===== src/rtl/tcdm_bank_responder.sv =====
// TCDM bank-side responder: grants plain reads/writes in one cycle and performs
// swap/add/or atomics as an indivisible read-modify-write against a shared SRAM port.
module tcdm_bank_responder #(
  parameter int unsigned AddWidth  = 10,
  parameter int unsigned DataWidth = 32,
  localparam int unsigned BeWidth  = DataWidth / 8
) (
  input  logic                 clk_i,
  input  logic                 rst_ni,
  input  logic                 req_i,
  output logic                 gnt_o,
  input  logic [AddWidth-1:0]  add_i,
  input  logic                 wen_i,
  input  logic [BeWidth-1:0]   be_i,
  input  logic [1:0]           amo_i,
  input  logic [DataWidth-1:0] wdata_i,
  output logic [DataWidth-1:0] rdata_o,
  output logic                 mem_req_o,
  output logic                 mem_we_o,
  output logic [AddWidth-1:0]  mem_add_o,
  output logic [BeWidth-1:0]   mem_be_o,
  output logic [DataWidth-1:0] mem_wdata_o,
  input  logic [DataWidth-1:0] mem_rdata_i,
  input  logic                 mem_busy_i
);

  typedef enum logic [1:0] {IDLE, AMO_WB, AMO_STALL} state_e;

  state_e               state_q, state_d;
  logic                 rvalid_q, rvalid_d;
  logic [DataWidth-1:0] rdata_q, rdata_d;
  logic [AddWidth-1:0]  add_q, add_d;
  logic [DataWidth-1:0] operand_q, operand_d;
  logic [1:0]           amo_q, amo_d;
  logic [DataWidth-1:0] result_q, result_d;
  logic [DataWidth-1:0] amo_result;
  logic                 grant_idle;

  assign grant_idle = req_i & ~mem_busy_i;

  // Old value comes straight from the SRAM read issued in the grant cycle.
  always_comb begin
    unique case (amo_q)
      2'b10:   amo_result = mem_rdata_i + operand_q;
      2'b11:   amo_result = mem_rdata_i | operand_q;
      default: amo_result = operand_q;
    endcase
  end

  always_ff @(posedge clk_i or negedge rst_ni) begin
    if (!rst_ni) begin
      state_q   <= IDLE;
      rvalid_q  <= 1'b0;
      rdata_q   <= '0;
      add_q     <= '0;
      operand_q <= '0;
      amo_q     <= '0;
      result_q  <= '0;
    end else begin
      state_q   <= state_d;
      rvalid_q  <= rvalid_d;
      rdata_q   <= rdata_d;
      add_q     <= add_d;
      operand_q <= operand_d;
      amo_q     <= amo_d;
      result_q  <= result_d;
    end
  end

  always_comb begin
    state_d   = state_q;
    rvalid_d  = 1'b0;
    rdata_d   = rvalid_q ? mem_rdata_i : rdata_q;
    add_d     = add_q;
    operand_d = operand_q;
    amo_d     = amo_q;
    result_d  = result_q;
    unique case (state_q)
      IDLE: begin
        if (grant_idle) begin
          if (amo_i != 2'b00) begin
            state_d   = AMO_WB;
            add_d     = add_i;
            operand_d = wdata_i;
            amo_d     = amo_i;
            rvalid_d  = 1'b1;
          end else begin
            rvalid_d  = ~wen_i;
          end
        end
      end
      AMO_WB: begin
        if (mem_busy_i) begin
          result_d = amo_result;
          state_d  = AMO_STALL;
        end else begin
          state_d  = IDLE;
        end
      end
      AMO_STALL: begin
        if (!mem_busy_i) state_d = IDLE;
      end
      default: state_d = IDLE;
    endcase
  end

  always_comb begin
    gnt_o       = 1'b0;
    mem_req_o   = 1'b0;
    mem_we_o    = 1'b0;
    mem_add_o   = add_i;
    mem_be_o    = be_i;
    mem_wdata_o = wdata_i;
    unique case (state_q)
      IDLE: begin
        gnt_o     = grant_idle;
        mem_req_o = grant_idle;
        mem_we_o  = (amo_i == 2'b00) & wen_i;
      end
      AMO_WB: begin
        mem_req_o   = ~mem_busy_i;
        mem_we_o    = 1'b1;
        mem_add_o   = add_q;
        mem_be_o    = '1;
        mem_wdata_o = amo_result;
      end
      AMO_STALL: begin
        mem_req_o   = ~mem_busy_i;
        mem_we_o    = 1'b1;
        mem_add_o   = add_q;
        mem_be_o    = '1;
        mem_wdata_o = result_q;
      end
      default: ;
    endcase
  end

  assign rdata_o = rvalid_q ? mem_rdata_i : rdata_q;

endmodule


===== config.mk =====
export PLATFORM = sky130hd
export DESIGN_NAME = tcdm_bank_responder
export DESIGN_NICKNAME = d
export VERILOG_FILES = /design/src/rtl/tcdm_bank_responder.sv
export SDC_FILE = /design/constraint.sdc
export NUM_CORES = 1
export LEC_CHECK = 0
export BUFFER_PORTS_ARGS = -buffer_cell sky130_fd_sc_hd__buf_2
export CAP_MARGIN = 20
export CORE_AREA = 2 2 145 147
export DETAILED_ROUTE_END_ITERATION = 10
export DIE_AREA = 0 0 147 149
export SYNTH_ARGS = -nofsm -noshare
export SYNTH_HDL_FRONTEND = slang
export SYNTH_SLANG_ARGS = --single-unit

===== constraint.sdc =====
create_clock -name clk_i -period 7.7 [get_ports clk_i]
set_input_delay 1.925 -clock clk_i [delete_from_list [all_inputs] [get_ports clk_i]]
set_output_delay 1.925 -clock clk_i [all_outputs]
set_load 0.05 [all_outputs]

==> impl_metrics.env <==
export IMPL_drive_gt1_share_pct=26.23
export IMPL_cts_sink_count=111
export IMPL_htree_levels=3
export IMPL_synth_top_area_share_pct=34.88
export IMPL_slew_headroom_pct=35.88
export IMPL_fmax_mhz=150.5
export IMPL_io_pins=166
export IMPL_start_kind="primary input"
export IMPL_yosysTopAreaCell="dfrtp_1"
export IMPL_cp_required_ns=5.78
export IMPL_synth_cells=914
export IMPL_ant_nets=0
export IMPL_synth_area_per_cell_um2=8.712
export IMPL_cts_hold_buf=0
export IMPL_grt_overflow=0
export IMPL_worst_pin_slew_ns=0.9618
export IMPL_powerDensity_nw_per_um2=499.5
export IMPL_highest_layer="met4"
export IMPL_cp_arrival_ns=4.72
export IMPL_period_minus_slack_ns=6.642
export IMPL_wl_met3_um=1013
export IMPL_synthArstFlopShare_pct=100.0
export IMPL_timing_final_max_slew_violations=0
export IMPL_core_area_um2=20560
export IMPL_rsz0062_at_grt="no"
export IMPL_hpwlAfterDp_um=16470
export IMPL_synth_edff_count=0
export IMPL_antenna_cells=0
export IMPL_place_area_um2=9027
export IMPL_synth_main_ff_cell="dfrtp_1"
export IMPL_synthesis_area_um2=7963
export IMPL_syn_nets=1067
export IMPL_crit_path_max_fanout=3
export IMPL_dieArea_um2=21900
export IMPL_grt_usage_pct=21.12
export IMPL_routabilityCongestion=0.9066
export IMPL_max_cap_violations=0
export IMPL_worstSetupPathType="primary input to primary output"
export IMPL_fin_setup_tns_ns=0
export IMPL_placedCellCount=1314
export IMPL_die_w_um=147
export IMPL_status="finished clean"
export IMPL_vias=7201
export IMPL_vias_per_cell=5.410
export IMPL_drc=0
export IMPL_grt_max_degree=70
export IMPL_cts_tree="done"
export IMPL_leakagePower_uw=0.004491
export IMPL_rows=53
export IMPL_peakVddDrop_mv=0.2817
export IMPL_num_nets_final=1204
export IMPL_fin_cells=1331
export IMPL_initial_utilization_pct=38.73
export IMPL_drtIter0Drc=370
export IMPL_ys_warn_count=0
export IMPL_grt_pass1_vias=7035
export IMPL_cts_buffers=9
export IMPL_ys_ff_latch=111
export IMPL_antenna_found_initial=0
export IMPL_final_cell_mix="164 x buf_2, 125 x nand2_1, 111 x dfrtp_1, 77 x o21ai_0, 76 x inv_1"
export IMPL_ctsResizeCount=0
export IMPL_ys_seq_area_share_pct=34.88
export IMPL_clkLatencyLatePin_ns=0.37
export IMPL_setup_viol=0
export IMPL_max_stage_delay_ns=0.40
export IMPL_yosys_top_cells_area="dfrtp_1 35%, ha_1 11%, mux2_2 9.1%"
export IMPL_endpoint_kind="primary output"
export IMPL_port_buffers=165
export IMPL_hold_violations=0
export IMPL_met1_length_um=10490
export IMPL_ys_types=69
export IMPL_synthToLayoutAreaGrowth_pct=17.41
export IMPL_root_buffer="clkbuf_16"
export IMPL_final_area_um2=9349
export IMPL_period_share_pct=86.27
export IMPL_die_y_um=149
export IMPL_path_cells="buf_2, ha_1, inv_1, fa_1, nor2b_1, o2111ai_1, a21oi_1, o31ai_2, a21oi_1, mux2i_1, o21ai_0, a31oi_1, buf_2"
export IMPL_clock_skew_ns=0.01456
export IMPL_final_common_cell="buf_2"
export IMPL_clockBufferDepth=2
export IMPL_routedWlPerCell_um=17.31
export IMPL_post_cts_setup_buffers=0
export IMPL_finalWirelength_um=23040
export IMPL_path_clk_slew_ns=0.08
export IMPL_grt_first_pass_wirelength_um=36670
export IMPL_hold_path_class="flop to flop"
export IMPL_wl_met2_um=11120
export IMPL_final_core_util_pct=45.48
export IMPL_worst_path_max_delay_cell="fa_1"
export IMPL_first_pass_iters=7
## synth_stat cells (10+ instances only)
library cell / instances
nor3_1: 11
o211ai_1: 19
inv_1: 76
o22ai_1: 11
buf_1: 10
ha_1: 67
mux2_2: 64
and3_1: 13
a21oi_1: 44
a21o_1: 18
dfrtp_1: 111
a31oi_1: 20
nor2_1: 53
nand2_1: 125
clkbuf_1: 38
o21ai_0: 77
## cell type report
| cell class | count | area [um^2] |
|---|---|---|
| clock buffers | 10 | 239.0 |
| clock inverters | 6 | 75.07 |
| fillers | 2102 | 11210 |
| inverters | 77 | 289.0 |
| multi-input cells | 677 | 4721 |
| flip-flops and latches | 111 | 2778 |
| well taps | 275 | 344.1 |
| repair buffers | 175 | 903.4 |
## state kept, by name, summed over array words and instances, names as in the netlist
signal and count:
amo_q 2, add_q 10, rdata_q 32, result_q 32
state_q 2, rvalid_q 1, operand_q 32
## worst max-delay path, delay by kind of cell
| kind | cells | cell delay (ns) |
|---|---|---|
| mux | 1 | 0.33 |
| compound gates | 6 | 1.30 |
| buf+inv | 3 | 0.44 |
| simple gates | 1 | 0.17 |
| fa+ha+maj | 2 | 0.56 |
## stage by stage
stage | total power [uW] | hold slack, ns | setup WS [ns]
finish | 4669 | 0.4769 | 1.058
CTS | 4692 | 0.4820 | 1.082
global placement | 4130 | 0.4589 | 1.098
detailed placement | 4164 | 0.4632 | 1.095
floorplan | 3442 | 0.4414 | 0.9223
global route | 5008 | 0.5001 | 0.8386
## where the power goes
part | switching (uW) | internal, uW | total, uW
sequential | 164 | 867 | 1030
clock | 242 | 267 | 510
combinational | 2150 | 975 | 3130
## per-layer routing
metal  global-route usage [%]  vias up
li1                         -     3478
met1                    27.60     3466
met2                    36.60      225
met3                    2.813       32
met4                    6.538        0
met5                        0        -
## final timing paths
path                                      from              end  slack [ns]  cells after the start
worst max-delay path            mem_rdata_i[0]  mem_wdata_o[22]        1.06                     13
worst min-delay path              result_q[26]     result_q[26]        0.48                      2
worst max register to register    operand_q[0]     result_q[20]        4.78                     11
worst min register to register    result_q[26]     result_q[26]        0.48                      2
max in group asynchronous               rst_ni      rdata_q[28]        4.80                      2
min in group asynchronous               rst_ni      rdata_q[22]        1.55                      1
## kinds of logic after synthesis
family          after synthesis  share of synthesized area [%]
xor+xnor                     14                          1.540
buf+inv                     126                          5.955
fa+ha+maj                    68                          10.78
simple gates                255                          14.93
flops                       111                          34.88
compound gates              270                          22.11
mux                          70                          9.805
No activity file was read; power rests on OpenSTA's default activity.
